$ cat src/rtl/id_operand_stage.sv
// rtl/id_operand_stage.sv - decode operand fetch with EX/MEM/WB forwarding, load-use stall and ID/EX register
module id_operand_stage #(
  parameter int DW   = 32,
  parameter int AW   = 5,
  parameter int CNTW = 16
) (
  input  logic            clk,
  input  logic            reset,
  input  logic            id_valid,
  input  logic [AW-1:0]   id_rs,
  input  logic [AW-1:0]   id_rt,
  input  logic            id_use_rs,
  input  logic            id_use_rt,
  input  logic [AW-1:0]   id_dest,
  input  logic            id_reg_write,
  input  logic            id_is_load,
  output logic [AW-1:0]   gpr_raddr1,
  output logic [AW-1:0]   gpr_raddr2,
  input  logic [DW-1:0]   gpr_rdata1,
  input  logic [DW-1:0]   gpr_rdata2,
  input  logic [DW-1:0]   ex_fwd_data,
  input  logic            mem_reg_write,
  input  logic [AW-1:0]   mem_dest,
  input  logic [DW-1:0]   mem_fwd_data,
  input  logic            wb_we,
  input  logic [AW-1:0]   wb_dest,
  input  logic [DW-1:0]   wb_data,
  input  logic            ex_hold,
  input  logic            flush,
  output logic            stall,
  output logic            idex_valid,
  output logic [DW-1:0]   idex_op1,
  output logic [DW-1:0]   idex_op2,
  output logic [AW-1:0]   idex_dest,
  output logic            idex_reg_write,
  output logic            idex_is_load,
  output logic [CNTW-1:0] stall_count
);

  logic            valid_q, valid_d;
  logic [DW-1:0]   op1_q, op1_d;
  logic [DW-1:0]   op2_q, op2_d;
  logic [AW-1:0]   dest_q, dest_d;
  logic            reg_write_q, reg_write_d;
  logic            is_load_q, is_load_d;
  logic [CNTW-1:0] cnt_q, cnt_d;
  logic            load_use;
  logic            ex_can_fwd;

  assign gpr_raddr1 = id_rs;
  assign gpr_raddr2 = id_rt;

  // A load in EX has no data yet, so it must not forward; it stalls instead.
  assign ex_can_fwd = valid_q & reg_write_q & ~is_load_q;

  function automatic logic [DW-1:0] resolve(input logic [AW-1:0] src,
                                            input logic [DW-1:0] gpr_val);
    logic [DW-1:0] val;
    if (src == '0)                                val = '0;
    else if (ex_can_fwd && dest_q == src)         val = ex_fwd_data;
    else if (mem_reg_write && mem_dest == src)    val = mem_fwd_data;
    else if (wb_we && wb_dest == src)             val = wb_data;
    else                                          val = gpr_val;
    return val;
  endfunction

  always_comb begin
    load_use = id_valid & valid_q & is_load_q & reg_write_q & (dest_q != '0) &
               ((id_use_rs & (id_rs == dest_q)) | (id_use_rt & (id_rt == dest_q)));
  end

  assign stall = load_use | ex_hold;

  always_comb begin
    valid_d     = valid_q;
    op1_d       = op1_q;
    op2_d       = op2_q;
    dest_d      = dest_q;
    reg_write_d = reg_write_q;
    is_load_d   = is_load_q;
    cnt_d       = cnt_q;
    if (stall && cnt_q != '1) cnt_d = cnt_q + 1'b1;

    if (flush) begin
      valid_d     = 1'b0;
      op1_d       = '0;
      op2_d       = '0;
      dest_d      = '0;
      reg_write_d = 1'b0;
      is_load_d   = 1'b0;
    end else if (ex_hold) begin
      valid_d = valid_q;
    end else if (load_use) begin
      valid_d     = 1'b0;
      reg_write_d = 1'b0;
      is_load_d   = 1'b0;
    end else begin
      valid_d     = id_valid;
      op1_d       = resolve(id_rs, gpr_rdata1);
      op2_d       = resolve(id_rt, gpr_rdata2);
      dest_d      = id_dest;
      reg_write_d = id_reg_write & id_valid;
      is_load_d   = id_is_load & id_valid;
    end
  end

  always_ff @(posedge clk or posedge reset) begin
    if (reset) begin
      valid_q     <= 1'b0;
      op1_q       <= '0;
      op2_q       <= '0;
      dest_q      <= '0;
      reg_write_q <= 1'b0;
      is_load_q   <= 1'b0;
      cnt_q       <= '0;
    end else begin
      valid_q     <= valid_d;
      op1_q       <= op1_d;
      op2_q       <= op2_d;
      dest_q      <= dest_d;
      reg_write_q <= reg_write_d;
      is_load_q   <= is_load_d;
      cnt_q       <= cnt_d;
    end
  end

  assign idex_valid     = valid_q;
  assign idex_op1       = op1_q;
  assign idex_op2       = op2_q;
  assign idex_dest      = dest_q;
  assign idex_reg_write = reg_write_q;
  assign idex_is_load   = is_load_q;
  assign stall_count    = cnt_q;

endmodule

$ cat config.mk
export PLATFORM = sky130hd
export DESIGN_NAME = id_operand_stage
export DESIGN_NICKNAME = d
export VERILOG_FILES = /design/src/rtl/id_operand_stage.sv
export SDC_FILE = /design/constraint.sdc
export NUM_CORES = 1
export LEC_CHECK = 0
export BUFFER_PORTS_ARGS = -buffer_cell sky130_fd_sc_hd__buf_4
export CAP_MARGIN = 20
export CORE_AREA = 2 2 113 115
export DETAILED_ROUTE_END_ITERATION = 6
export DIE_AREA = 0 0 115 117
export PLACE_DENSITY = 0.87
export REMOVE_ABC_BUFFERS = 1
export SYNTH_ARGS = -nofsm -noshare
export SYNTH_HDL_FRONTEND = slang
export SYNTH_SLANG_ARGS = --single-unit
$ cat constraint.sdc
create_clock -name clk -period 8.8 [get_ports clk]
set_input_delay 1.76 -clock clk [delete_from_list [all_inputs] [get_ports clk]]
set_output_delay 1.76 -clock clk [all_outputs]
set_load 0.02 [all_outputs]
==> impl_metrics.toml, run 1 <==
[clock_network]
post_cts_buffers = 0
numCtsBuffers = 9
insertion_delay_ps = 340
htreeDepth = 3
clkSinkCount = 88
clock_path_buffers = 2
cts_tree = "done"
cts.repair.resized = 0
clock-root-buffer = "clkbuf_16"
clk_pin_slew_ps = 70
ctsHoldBuffers = 0

[worst_setup_path]
cp_max_fo = 17
arrival_ps = 3320
reg2reg_from = "idex_dest[3]$_DFFE_PP0P_"
crit_start = "id_rs[3]"
worstReg2RegEnd = "idex_op2[25]$_DFFE_PP0P_"
required_ps = 7040
endpoint_kind = "output pin"
rrSetupSlack_ps = 6080
crit_top_cell = "buf_4"
critPathLaunchType = "input port"
critPathKind = "in -> out"
max_stage_delay_ps = 450
cp_slowest_cell = "a21oi_4"
ff2ff_path_depth = 7
path_cells = "buf_4, xnor2_1, nand3_1, o32ai_4, a21oi_4, inv_1, buf_4"

[yosys]
synth-async-reset-ratio_pct = 100
netlist.area_leader.share_pct = 39.0
synth_seq_area_share_pct = 39.0
synth-seq-cells = 88
syn_inst = 536
yosys_warnings = 0
synth.largest_area_cell = "dfrtp_1"
synth_area_leaders = "dfrtp_1, mux2i_1, mux2_2"
synth_edf_count = 0
synthesis.area_um2 = 5640
yosysUniqueCellTypes = 55
synth.avg_cell_area_um2 = 10.5
yosys_most_used_dff = "dfrtp_1"

[floorplanning]
fp.coreArea_um2 = 12300
start_util_pct = 45.8
die_h_um = 117
die_area_um2 = 13500
core.rowCount = 41
die_w_um = 115
io_pins = 295

[final_layout]
final_cell_mix = "buf_4, dfrtp_1, mux2i_1, nand2_1"
final_common_cell = "buf_4"
nets = 995
post-route-util_pct = 66.1
drive_gt1_share_pct = 45.9
syn2layout_area_growth_pct = 44.3

[route]
viasPerCell = 6.09
final_antenna_net_count = 0
detail_route.wirelength_um = 20500
drt-initial-drc-count = 516
drcViolationCount = 0
wl_per_cell_um = 21.6
dr_total_vias = 5806
first_pass_iters = 5

[sta]
period_needed_ps = 5080
fin_hold_ws_ps = 497
slew_viol_final = 0
tightestPinTransition_ps = 1130
setup_ws_ps = 3720
timing.fmax_mhz = 197
setup-tns-final_ps = 0
rsz0062_at_grt = "no"
setup_viol = 0
slew_headroom_pct = 24.5
hold_viol_final = 0
fin_crit_sh_pct = 57.7
skew_ps = 8.88

[grt]
track_usage_pct = 29.6
grt_max_degree = 61
antenna_found_initial = 1
grt_first_pass_wirelength_um = 30800
overflow = 0
grt_pass1_vias = 5991

[power]
power.leakage_nw = 3.94
power.density_nw_per_um2 = 149
peakVddDrop_uv = 80.6

[placed_design]
place_ws_ps = 3760
port_buffers = 294
dp_hpwl_um = 15000
gp_congestion = 0.920

[worst_hold_path]
worstHoldEndpoint = "idex_op2[15]$_DFFE_PP0P_"
hp-start = "idex_op2[15]$_DFFE_PP0P_"
holdPathStages = 1
hold_class = "reg -> reg"

[run_status]
status = "finished, final reports clean"

[run]
maxCapViolations = 0
-- Yosys cell counts, drive strengths merged (2+ instances only) --
library cell	instances
a22o	6
nand3	9
or4	3
nor4	8
dfrtp	88
nor3	7
nor2	14
o21ai	31
a32oi	2
a22oi	28
mux2	32
nand2b	4
a32o	32
buf	34
xnor2	17
clkbuf	16
a21oi	2
and3	5
o221ai	4
or3	2
and4	2
mux2i	63
nand4	5
xor2	26
nand2	44
inv	5
o22a	32
-- layer usage --
layer,global-route usage (%),vias to the layer above,routed length [µm]
met5,0,-,0
met4,14.2,0,609
met3,6.59,59,1690
met2,53.0,327,10800
met1,33.5,2855,7460
li1,-,2565,-
-- where the power goes --
group | internal [mW] | total [mW] | switching (mW)
registers | 0.443 | 0.485 | 0.0419
logic | 0.171 | 0.347 | 0.176
clock network | 0.225 | 0.378 | 0.153
-- registers in the layout, indices dropped and copies added, names as in the netlist --
signal          flops
idex_op1           32
idex_is_load        1
stall_count        16
idex_dest           5
idex_valid          1
idex_op2           32
idex_reg_write      1
-- how the worst max path moves through the flow --
stage / endpoint / cells past startpoint / slack [ps]
global route: stall / 7 / 3650
global placement: stall / 7 / 3830
floorplan: idex_op1[10]$_DFFE_PP0P_ / 5 / 4020
detailed placement: stall / 7 / 3760
finish: stall / 7 / 3720
CTS: stall / 7 / 3760
-- final cells by class --
class	count	area, µm²
multi-input combinational	393	3180
inverter	5	20.0
tap	150	188
clock inverter	4	45.0
antenna	1	2.50
timing repair buffer	301	2260
clock buffer	11	243
fill	948	4170
sequential	88	2200
-- kinds of logic (layout without fill, tap and decap cells) --
logic type	after synthesis	count (layout)	share of synthesized area, %
AO/OA/AOI/OAI	145	145	21.3
XOR/XNOR	43	43	6.81
adder cells (fa/ha/maj)	1	1	0.222
buffers and inverters	55	321	5.25
flip-flops	88	88	39.0
multiplexers	95	95	17.6
other	0	1	0
AND/OR/NAND/NOR	109	109	9.84
-- stage by stage --
stage	cell area (µm²)	instances	total power [mW]
5_1_grt	8140	952	1.26
2_1_floorplan	5370	486	0.643
3_3_place_gp	7850	937	0.823
4_1_cts	8140	952	1.21
3_5_place_dp	7850	937	0.837
6_report	8140	953	1.21
-- worst max-delay path, delay by kind of cell --
kind | cells | cell delay [ps]
AO/OA/AOI/OAI | 2 | 620
buffers and inverters | 3 | 570
AND/OR/NAND/NOR | 1 | 220
XOR/XNOR | 1 | 130
(Power assumes the default switching activity.)
==> inputs of run 2 (changes only) <==
--- a/config.mk
+++ b/config.mk
@@ -7,10 +7,10 @@
 export LEC_CHECK = 0
 export BUFFER_PORTS_ARGS = -buffer_cell sky130_fd_sc_hd__buf_4
 export CAP_MARGIN = 20
-export CORE_AREA = 2 2 113 115
+export CORE_MARGIN = 1.5
+export CORE_UTILIZATION = 46
 export DETAILED_ROUTE_END_ITERATION = 6
-export DIE_AREA = 0 0 115 117
-export PLACE_DENSITY = 0.87
+export PLACE_DENSITY = 0.86
 export REMOVE_ABC_BUFFERS = 1
 export SYNTH_ARGS = -nofsm -noshare
 export SYNTH_HDL_FRONTEND = slang
==> constraint.sdc (replaced) <==
create_clock -name clk -period 5.2 [get_ports clk]
set_input_delay 1.04 -clock clk [delete_from_list [all_inputs] [get_ports clk]]
set_output_delay 1.04 -clock clk [all_outputs]
set_load 0.02 [all_outputs]
==> run 2 against run 1 <==
Critical path depth unchanged; final cell count down 0.42%; critical path type unchanged; first-iteration DRC count decreased by 13%; sequential share of layout area fell by 0.091 points.
==> impl_metrics.toml, run 2 (synthesis results as in run 1) <==
[worst_hold_path]
holdPathStages = 1
hp-start = "idex_op2[11]$_DFFE_PP0P_"
hold_class = "reg -> reg"
worstHoldEndpoint = "idex_op2[11]$_DFFE_PP0P_"

[clock_network]
ctsHoldBuffers = 0
htreeDepth = 3
clkSinkCount = 88
cts.repair.resized = 0
clock_path_buffers = 2
clk_pin_slew_ps = 60
clock-root-buffer = "clkbuf_16"
cts_tree = "done"
insertion_delay_ps = 340
post_cts_buffers = 0
numCtsBuffers = 9

[final_layout]
syn2layout_area_growth_pct = 44.8
nFillCells = 922
final_area_um2 = 8170
stdcell_count = 949
final_cell_mix = "buf_4, dfrtp_1, mux2i_1, nand2_1"
seq_area_um2 = 2200
nets = 995
drive_gt1_share_pct = 45.9
final_common_cell = "buf_4"
multi_input_area_um2 = 3180
diodes = 0
post-route-util_pct = 68.0

[power]
power_mw = 2.11
switchingPower_uw = 623
intPower_mw = 1.48
switching_share_pct = 29.6
power.density_nw_per_um2 = 258
peakVddDrop_uv = 165
p_clk_share_pct = 33.5
power.leakage_nw = 3.96
p_seq_share_pct = 38.9
pwr-share-comb_pct = 27.6

[grt]
track_usage_pct = 29.8
overflow = 0
antenna_found_initial = 0
grt_first_pass_wirelength_um = 30100
grt_pass1_vias = 5918
grt_max_degree = 61

[floorplanning]
die_w_um = 114
die_h_um = 114
core.rowCount = 40
start_util_pct = 47.0
io_pins = 295
die_area_um2 = 12900
fp.coreArea_um2 = 12000

[sta]
hold_viol_final = 0
setup_ws_ps = 1590
setup-tns-final_ps = 0
timing.fmax_mhz = 277
tightestPinTransition_ps = 1100
skew_ps = 7.13
rsz0062_at_grt = "no"
slew_viol_final = 0
fin_hold_ws_ps = 493
period_needed_ps = 3610
fin_crit_sh_pct = 69.4
setup_viol = 0
slew_headroom_pct = 26.8

[route]
drcViolationCount = 0
drt-initial-drc-count = 448
dr_total_vias = 5730
viasPerCell = 6.04
wl_per_cell_um = 20.9
first_pass_iters = 7
final_antenna_net_count = 0
detail_route.wirelength_um = 19800

[worst_setup_path]
crit_top_cell = "buf_4"
rrSetupSlack_ps = 2470
required_ps = 4160
worstReg2RegEnd = "idex_op2[15]$_DFFE_PP0P_"
cp_max_fo = 17
path_cells = "buf_4, xnor2_1, nand3_1, o32ai_4, a21oi_4, inv_1, buf_4"
cp_slowest_cell = "a21oi_4"
critPathKind = "in -> out"
critPathLaunchType = "input port"
ff2ff_path_depth = 7
reg2reg_from = "idex_dest[2]$_DFFE_PP0P_"
max_stage_delay_ps = 460
endpoint_kind = "output pin"
arrival_ps = 2570

[placed_design]
dp_hpwl_um = 14200
gp_congestion = 0.864
place_ws_ps = 1620
port_buffers = 294
place.detailed.instances = 934
placed_cell_area_um2 = 7850

[run]
maxCapViolations = 0

[run_status]
status = "finished, final reports clean"
-- run 2: worst max-delay path by stage --
stage / start / endpoint / cells after the start
final: id_rs[3] / stall / 7
after global routing: id_rs[2] / stall / 7
after CTS: id_rs[3] / stall / 7
after detailed placement: id_rs[3] / stall / 7
after global placement: id_rs[3] / stall / 7
after floorplan: id_rs[2] / idex_op1[10]$_DFFE_PP0P_ / 5
-- run 2: cell type report --
cell class                 instances  area share [%]
sequential                        88            27.0
timing repair buffer             301            27.7
clock inverter                     3           0.796
inverter                           5           0.245
clock buffer                      12            3.14
tap                              147            2.25
multi-input combinational        393            39.0
-- run 2: worst max-delay path, delay by kind of cell --
family / cells / cell delay [ps]
simple gates: 1 / 220
buf+inv: 3 / 540
compound gates: 2 / 640
xor+xnor: 1 / 120
-- run 2: layer usage --
layer / part of all wire [%] / track usage, % / vias up
met1: 37 / 33.4 / 2799
li1: - / - / 2564
met5: 0 / 0 / -
met3: 8.0 / 6.48 / 46
met2: 52 / 54.2 / 321
met4: 2.5 / 12.8 / 0
-- run 2: power groups by stage --
stage                     combinational (mW)  sequential, mW  clock, mW
after floorplan                        0.190           0.898          0
after global placement                 0.564           0.827          0
after detailed placement               0.581           0.830          0
after CTS                              0.583           0.819      0.716
after global routing                   0.618           0.828      0.740
final                                  0.581           0.820      0.705
